### src/rtl/fir_mac_engine.sv
// FIR multiply-accumulate engine: joins x/h streams, accumulates nb_taps products, emits saturated y.
// Optional FIR_MAC_ROUND_EN adds round-half-up before the output shift.
module fir_mac_engine #(
    parameter int DATA_WIDTH = 16,
    parameter int ACC_WIDTH  = 40,
    parameter int CNT_WIDTH  = 16
) (
    input  logic                    clk_i,
    input  logic                    rst_i,
    input  logic                    enable_i,
    input  logic                    clear_i,
    input  logic                    start_i,
    input  logic [CNT_WIDTH-1:0]    nb_taps_i,
    input  logic [CNT_WIDTH-1:0]    nb_outputs_i,
    input  logic [5:0]              shift_i,
    input  logic                    x_valid_i,
    output logic                    x_ready_o,
    input  logic [DATA_WIDTH-1:0]   x_data_i,
    input  logic                    h_valid_i,
    output logic                    h_ready_o,
    input  logic [DATA_WIDTH-1:0]   h_data_i,
    output logic                    y_valid_o,
    input  logic                    y_ready_i,
    output logic [DATA_WIDTH-1:0]   y_data_o,
    output logic [DATA_WIDTH/8-1:0] y_strb_o,
    output logic                    busy_o,
    output logic                    done_o
);

    localparam int PW = 2 * DATA_WIDTH;

    localparam logic signed [ACC_WIDTH-1:0] YMAX =
        {{(ACC_WIDTH-DATA_WIDTH+1){1'b0}}, {(DATA_WIDTH-1){1'b1}}};
    localparam logic signed [ACC_WIDTH-1:0] YMIN =
        {{(ACC_WIDTH-DATA_WIDTH+1){1'b1}}, {(DATA_WIDTH-1){1'b0}}};

    typedef enum logic [1:0] {
        IDLE = 2'd0,
        RUN  = 2'd1,
        DONE = 2'd2
    } state_e;

    state_e                       state_q, state_d;
    logic [CNT_WIDTH-1:0]         taps_q, taps_d;
    logic [CNT_WIDTH-1:0]         outs_q, outs_d;
    logic [5:0]                   shift_q, shift_d;
    logic [CNT_WIDTH-1:0]         in_tap_q, in_tap_d;
    logic [CNT_WIDTH-1:0]         issued_q, issued_d;
    logic [CNT_WIDTH-1:0]         out_cnt_q, out_cnt_d;
    logic signed [PW-1:0]         prod_q, prod_d;
    logic                         prod_valid_q, prod_valid_d;
    logic                         prod_last_q, prod_last_d;
    logic signed [ACC_WIDTH-1:0]  acc_q, acc_d;
    logic [DATA_WIDTH-1:0]        y_q, y_d;
    logic                         y_valid_q, y_valid_d;

    logic                         a_stall;
    logic                         p_stall;
    logic                         in_fire;
    logic                         in_last;
    logic                         y_hs;
    logic signed [PW-1:0]         prod_mul;
    logic signed [ACC_WIDTH-1:0]  acc_sum;
    logic signed [ACC_WIDTH-1:0]  acc_rnd;
    logic signed [ACC_WIDTH-1:0]  acc_shr;
    logic [DATA_WIDTH-1:0]        y_sat;

    // Only a last product needs the y register, so only it can back-pressure.
    assign a_stall = prod_valid_q & prod_last_q & y_valid_q & ~y_ready_i;
    assign p_stall = a_stall;

    assign in_fire = (state_q == RUN) & enable_i & x_valid_i & h_valid_i
                   & ~p_stall & (issued_q < outs_q);
    assign in_last = (in_tap_q == taps_q - CNT_WIDTH'(1));
    assign y_hs    = y_valid_q & y_ready_i & enable_i;

    assign prod_mul = PW'($signed(x_data_i)) * PW'($signed(h_data_i));
    assign acc_sum  = acc_q + ACC_WIDTH'(prod_q);

`ifdef FIR_MAC_ROUND_EN
    logic signed [ACC_WIDTH-1:0] rnd;
    always_comb begin
        rnd = '0;
        if (shift_q != 6'd0) begin
            rnd = ACC_WIDTH'(1) << (shift_q - 6'd1);
        end
    end
    assign acc_rnd = acc_sum + rnd;
`else
    assign acc_rnd = acc_sum;
`endif

    assign acc_shr = acc_rnd >>> shift_q;

    always_comb begin
        y_sat = acc_shr[DATA_WIDTH-1:0];
        if (acc_shr > YMAX) begin
            y_sat = YMAX[DATA_WIDTH-1:0];
        end else if (acc_shr < YMIN) begin
            y_sat = YMIN[DATA_WIDTH-1:0];
        end
    end

    always_comb begin
        state_d      = state_q;
        taps_d       = taps_q;
        outs_d       = outs_q;
        shift_d      = shift_q;
        in_tap_d     = in_tap_q;
        issued_d     = issued_q;
        out_cnt_d    = out_cnt_q;
        prod_d       = prod_q;
        prod_valid_d = prod_valid_q;
        prod_last_d  = prod_last_q;
        acc_d        = acc_q;
        y_d          = y_q;
        y_valid_d    = y_valid_q;

        if (enable_i) begin
            unique case (state_q)
                IDLE: begin
                    if (start_i) begin
                        taps_d    = nb_taps_i;
                        outs_d    = nb_outputs_i;
                        shift_d   = shift_i;
                        in_tap_d  = '0;
                        issued_d  = '0;
                        out_cnt_d = '0;
                        if (nb_taps_i == '0 || nb_outputs_i == '0) begin
                            state_d = DONE;
                        end else begin
                            state_d = RUN;
                        end
                    end
                end
                RUN: begin
                    if (y_hs && (out_cnt_q + CNT_WIDTH'(1) == outs_q)) begin
                        state_d = DONE;
                    end
                end
                DONE: begin
                    state_d = IDLE;
                end
                default: begin
                    state_d = IDLE;
                end
            endcase

            if (in_fire) begin
                if (in_last) begin
                    in_tap_d = '0;
                    issued_d = issued_q + CNT_WIDTH'(1);
                end else begin
                    in_tap_d = in_tap_q + CNT_WIDTH'(1);
                end
            end

            if (!p_stall) begin
                prod_valid_d = in_fire;
                prod_last_d  = in_fire & in_last;
                prod_d       = prod_mul;
            end

            if (y_hs) begin
                y_valid_d = 1'b0;
                out_cnt_d = out_cnt_q + CNT_WIDTH'(1);
            end

            // A last product may load y in the same cycle the old y leaves.
            if (prod_valid_q && !a_stall) begin
                if (prod_last_q) begin
                    y_d       = y_sat;
                    y_valid_d = 1'b1;
                    acc_d     = '0;
                end else begin
                    acc_d = acc_sum;
                end
            end
        end
    end

    always_ff @(posedge clk_i or posedge rst_i) begin
        if (rst_i) begin
            state_q      <= IDLE;
            taps_q       <= '0;
            outs_q       <= '0;
            shift_q      <= '0;
            in_tap_q     <= '0;
            issued_q     <= '0;
            out_cnt_q    <= '0;
            prod_q       <= '0;
            prod_valid_q <= 1'b0;
            prod_last_q  <= 1'b0;
            acc_q        <= '0;
            y_q          <= '0;
            y_valid_q    <= 1'b0;
        end else if (clear_i) begin
            state_q      <= IDLE;
            taps_q       <= '0;
            outs_q       <= '0;
            shift_q      <= '0;
            in_tap_q     <= '0;
            issued_q     <= '0;
            out_cnt_q    <= '0;
            prod_q       <= '0;
            prod_valid_q <= 1'b0;
            prod_last_q  <= 1'b0;
            acc_q        <= '0;
            y_q          <= '0;
            y_valid_q    <= 1'b0;
        end else begin
            state_q      <= state_d;
            taps_q       <= taps_d;
            outs_q       <= outs_d;
            shift_q      <= shift_d;
            in_tap_q     <= in_tap_d;
            issued_q     <= issued_d;
            out_cnt_q    <= out_cnt_d;
            prod_q       <= prod_d;
            prod_valid_q <= prod_valid_d;
            prod_last_q  <= prod_last_d;
            acc_q        <= acc_d;
            y_q          <= y_d;
            y_valid_q    <= y_valid_d;
        end
    end

    assign x_ready_o = in_fire;
    assign h_ready_o = in_fire;
    assign y_valid_o = y_valid_q;
    assign y_data_o  = y_q;
    assign y_strb_o  = '1;
    assign busy_o    = (state_q != IDLE);
    assign done_o    = (state_q == DONE);

endmodule

### config.mk
export PLATFORM = sky130hd
export DESIGN_NAME = fir_mac_engine
export DESIGN_NICKNAME = d
export VERILOG_FILES = /design/src/rtl/fir_mac_engine.sv
export SDC_FILE = /design/constraint.sdc
export NUM_CORES = 1
export LEC_CHECK = 0
export CAP_MARGIN = 25
export CORE_MARGIN = 1.5
export CORE_UTILIZATION = 50
export CTS_CLUSTER_SIZE = 28
export DETAILED_ROUTE_END_ITERATION = 8
export PLACE_DENSITY = 0.68
export SKIP_CTS_REPAIR_TIMING = 1
export SYNTH_ARGS = -nofsm -noshare
export SYNTH_HDL_FRONTEND = slang
export SYNTH_SLANG_ARGS = --single-unit
### constraint.sdc
create_clock -name clk_i -period 8.25 [get_ports clk_i]
set_clock_uncertainty 0.1 [all_clocks]
set_input_delay 1.2375 -clock clk_i [delete_from_list [all_inputs] [get_ports clk_i]]
set_output_delay 1.2375 -clock clk_i [all_outputs]
set_load 0.01 [all_outputs]
Word-level counts from Yosys, hierarchy flattened:

Cells that the tools add are included.
W data, S select, Z words.

* register bits after elaboration: 179
* output and inout port bits: 23
* word-level logic and storage cells: 124

* add/subtract/negate cells: 5
* multipliers: 1
* $lt $le $gt $ge: 3
* equality and inequality tests: 7
* shift operators: 1
* multiplexer cells: 57
* bitwise gates (word level): 13
* reduce and logical (&&, ||, !) cells: 24

Operators with widths (count)
* $mux W16: 29
* $mux W40: 4
* $mux W32: 3
* $add A16 B1 Y16 const B: 3
* $add A40 B32 Y40: 1
* $gt A40 B16 Y1 const B: 1
* $lt A40 B16 Y1 const B: 1
* $sshr A40 B6 Y40: 1
* $eq A16 B16 Y1: 2
* $logic_not A16 Y1: 2
* $mul A16 B16 Y32: 1
* $mux W6: 4
* $lt A16 B16 Y1: 1
* $sub A16 B1 Y16 const B: 1
* $reduce_and A3 Y1: 5
* $reduce_bool A2 Y1: 6
* $reduce_bool A3 Y1: 4
* $and A1 B1 Y1: 11
* $mux W1: 11
* $mux W2: 5
* $pmux W2 S2: 1
* $reduce_and A2 Y1: 2
* $ne A3 B2 Y1 const B: 1
* $ne A3 B3 Y1 const B: 1
* other kinds (8): 10

Longest topological paths before layout:

* depth in word-level cells: 10
* gate-level depth with buffers: 27
* gate-level depth less buffers: 26

Worst setup path after synthesis:

Ideal clock, no wire load.

* kind: input to register
* from: input port x_data_i[5]
* to: register prod_q[27]
* library setup time: 0.126 ns
* arrival time: 7.332 ns
* required time: 8.024 ns
* slack: 0.692 ns
* cell stages on the path: 23
* cells stage by stage: clkbuf_1 -> nand2_1 -> fa_1 -> inv_1 -> fa_1 -> inv_1 -> fa_1 -> fa_1 -> fa_1 -> inv_1 -> fa_1 -> ha_1 -> nand2_1 -> a21boi_0 -> a41oi_1 -> o311a_1 -> o41ai_1 -> a31o_2 -> a21oi_1 -> o21bai_1 -> a31oi_1 -> and4_1 -> a311o_1

* longest elaborated chain between the ends: 4

Ends and longest elaborated chain
* from (decl): RTL line 18 `input logic [DATA_WIDTH-1:0] x_data_i,`
* $mul A16 B16 Y32: RTL line 77 `assign prod_mul = PW'($signed(x_data_i)) * PW'($signed(h_data_i));`
* $mux W32: RTL line 158 `if (!p_stall) begin`
* $mux W32: RTL line 119 `if (enable_i) begin`
* $mux W32: RTL line 197 `end else if (clear_i) begin`
* to (signal assigned): RTL line 219 `prod_q <= prod_d;`
* to (decl): RTL line 50 `logic signed [PW-1:0] prod_q, prod_d;`

No other way between the ends. The select of a mux whose other input is x is not followed.
A chain may end at the register's enable or synchronous reset.

Final worst setup path:

Ends and elaborated chain as after synthesis.

==> impl_metrics.env <==
export IMPL_cp_end_kind="flop"
export IMPL_rsz0062_at_grt="no"
export IMPL_p_leak_nw=13.0
export IMPL_clkPwrFrac_pct=9.1
export IMPL_p_int_mw=4.87
export IMPL_startpoint_type="primary input"
export IMPL_cts_root_buf="clkbuf_16"
export IMPL_cpMostUsedCell="fa_1"
export IMPL_dr_total_vias=21200
export IMPL_gr_total_overflow=0
export IMPL_cts_sinks=179
export IMPL_synthDistinctLibCells=92
export IMPL_drv_cap=0
export IMPL_tritoncts_num_buffers=17
export IMPL_final_cell_mix="370 x nand2_1, 354 x inv_1, 263 x fa_1"
export IMPL_maxSlewHeadroom_pct=32.2
export IMPL_area_growth_pct=10.4
export IMPL_cts_tree="built"
export IMPL_clk_latency_ps=480
export IMPL_async_reset_ff_share_pct=100
export IMPL_port_buffers=98
export IMPL_htree_levels=4
export IMPL_clk_pin_slew_ps=80
export IMPL_crit_family="adder cells"
export IMPL_tightestPinTransition_ps=1010
export IMPL_max_stage_delay_ps=680
export IMPL_max_freq_mhz=127
export IMPL_p_switching_mw=4.98
export IMPL_hold_slack_ps=394
export IMPL_drtAntennaViolNets=0
export IMPL_drt_total_wl_mm=69.4
export IMPL_drive_gt1_share_pct=6.03
export IMPL_clock_path_buffers=2
export IMPL_slew_violations=0
export IMPL_crit_slowest_cell="clkdlybuf4s50_1"
export IMPL_instances_no_fill=3534
export IMPL_vdd_drop_max_v=0.000538
export IMPL_ys_seq_elements=179
export IMPL_hold_path_class="flop to flop"
export IMPL_status="finished, final reports clean"
export IMPL_setup_viol=0
export IMPL_grtUsageTotal_pct=28.6
export IMPL_wl_per_cell_um=19.6
export IMPL_nets=3387
export IMPL_hold_viol=0
export IMPL_io_pin_count=101
export IMPL_syn_avg_cell_area_um2=8.46
export IMPL_ys_warn_count=0
export IMPL_drt_iter0_drc=1859
export IMPL_antenna_cells=0
export IMPL_first_global_vias=21600
export IMPL_critical_path_class="primary input to flop"
export IMPL_start_util_pct=50.7
export IMPL_detailed_place_hpwl_mm=54.6
export IMPL_worstPathCellList="clkdlybuf4s50_1 > nand2_1 > fa_1 > inv_1 > fa_1 > inv_1 > fa_1 > fa_1 > fa_1 > inv_1 > fa_1 > ha_1 > nand2_1 > a21boi_0 > a41oi_1 > o311a_1 > o41ai_2 > buf_4 > a31o_2 > a21oi_1 > o21bai_1 > a31oi_1 > and4_1 > a311o_1"
export IMPL_netlist_area_mm2=0.0242
export IMPL_drc=0
export IMPL_dieArea_mm2=0.0497
export IMPL_vias_per_cell=6.01
export IMPL_grt_pass1_wl_mm=113
export IMPL_finalCriticalPeriod_ps=7900
export IMPL_place_gp_congestion=0.960
export IMPL_final_setup_tns_ps=0
export IMPL_rows=80
export IMPL_dieWidth_um=223
export IMPL_coreArea_mm2=0.0477
export IMPL_switching_share_pct=50.5
export IMPL_fillers=4323
export IMPL_synth_edf_count=0
export IMPL_pwr_share_comb_pct=80.5
export IMPL_finalCritPeriodShare_pct=95.8
export IMPL_power_density_mw_per_mm2=369
export IMPL_dp_cells=3497
export IMPL_ys_flop_type="dfrtp_1"
export IMPL_die_y_um=223
export IMPL_dr_pass1_iters=5
export IMPL_ys_seq_area_share_pct=18.5
export IMPL_critical_path_required_ps=8520
export IMPL_cp_num_buf_inv=5
export IMPL_arrival_ps=8170
export IMPL_worst_path_max_fanout=5
export IMPL_grt_max_degree=99
export IMPL_postSynthCellCount=2859
export IMPL_pwr_share_seq_pct=10.4
export IMPL_mostFrequentLayoutCell="nand2_1"
export IMPL_antenna_found_initial=0
kinds of logic (layout without fill, tap and decap cells):
group	count (synthesis)	after routing	share of synthesized area [%]
DFF	179	179	18.5
buffers and inverters	508	567	7.97
xor gates and xnor gates	112	112	4.05
AOI/OAI and AO/OA	676	676	19.2
other	1	2	0.0155
adders and majority gates	403	403	29.0
and+or+nand+nor	922	922	18.2
muxes	58	58	3.06
cell type report:
class / count / area [µm²] / share of cell area, %
multi-input cells: 2173 / 17800 / 66.7
inverters: 357 / 1350 / 5.03
clock inverters: 14 / 203 / 0.759
repair buffers: 178 / 1650 / 6.18
clock buffers: 18 / 439 / 1.64
well taps: 615 / 769 / 2.88
flip-flops and latches: 179 / 4480 / 16.8
sequential cells by signal (all words and copies together) (netlist names), 16 cells and up:
name / cells
acc_q: 40
prod_q: 32
in_tap_q: 16
issued_q: 16
out_cnt_q: 16
outs_q: 16
taps_q: 16
y_data_o: 16
metrics by stage:
stage          power (mW)  util, %  instance area [µm²]  setup slack (ps)
4_1_cts              9.83     55.7                26600               241
6_report             9.85     56.0                26700               349
2_1_floorplan        7.09        -                24200               692
5_1_grt              11.0     56.0                26700              20.8
3_3_place_gp         8.66     54.3                25900              -119
3_5_place_dp         8.86     54.4                26000              -280
per-layer routing:
layer | wire length, µm | global-route usage (%) | vias to the layer above | part of all wire, %
met2 | 32200 | 45.9 | 689 | 46
met3 | 3610 | 3.99 | 165 | 5.2
met5 | 0 | 0 | - | 0
li1 | - | - | 9858 | -
met4 | 2920 | 12.6 | 0 | 4.2
met1 | 30700 | 38.5 | 10500 | 44
power by group through the flow:
stage,clock [mW],combinational (mW),sequential [mW]
2_1_floorplan,0,6.09,1.01
3_3_place_gp,0,7.62,1.04
3_5_place_dp,0,7.82,1.04
4_1_cts,0.921,7.89,1.02
5_1_grt,0.947,9.02,1.03
6_report,0.901,7.93,1.02
cells in the mapped netlist, types with 8 or more instances:
cell / instances / share of area [%]
inv_1: 355 / 5.5
o41ai_1: 8 / 0.29
a311oi_1: 17 / 0.62
nand4_1: 25 / 0.65
a21oi_1: 150 / 3.1
or3_1: 14 / 0.36
and3_1: 51 / 1.3
and4_1: 10 / 0.36
and2_1: 117 / 3.0
xnor2_1: 76 / 2.8
mux4_2: 12 / 1.1
a22oi_1: 13 / 0.40
o21bai_1: 8 / 0.25
a211o_1: 9 / 0.33
fa_1: 263 / 22
buf_1: 16 / 0.25
nor2b_1: 8 / 0.21
xor2_1: 36 / 1.3
nor2_1: 152 / 2.4
or2_2: 9 / 0.23
mux2_2: 8 / 0.37
mux2i_1: 38 / 1.6
clkbuf_1: 129 / 2.0
nand2_1: 370 / 5.7
o211a_1: 11 / 0.46
a211oi_1: 50 / 1.6
a31o_2: 8 / 0.29
nor4_1: 21 / 0.54
nand3_1: 56 / 1.2
nor3_1: 36 / 0.74
dfrtp_1: 179 / 19
nand2b_1: 32 / 0.83
o21ai_0: 145 / 3.0
a21o_1: 56 / 1.7
a22o_1: 44 / 1.6
o2111ai_1: 8 / 0.29
a221oi_1: 9 / 0.33
o211ai_1: 26 / 0.81
a31oi_1: 27 / 0.70
ha_1: 140 / 7.2
path summary, 6_finish.rpt:
path | start | to | slack [ps] | depth (start not counted)
min reg2reg | acc_q[37] | acc_q[37] | 390 | 2
max in group asynchronous | rst_i | outs_q[8] | 5820 | 5
max reg2reg | prod_q[0] | y_data_o[8] | 1620 | 17
max | x_data_i[5] | prod_q[27] | 350 | 24
min | acc_q[37] | acc_q[37] | 390 | 2
min in group asynchronous | rst_i | taps_q[2] | 890 | 2
tightest hold or removal path, delay by kind of cell (launching register included):
kind	cells	cell delay, ps
compound gates	1	60
simple gates	1	50
flops	1	350
(Power assumes the default switching activity.)
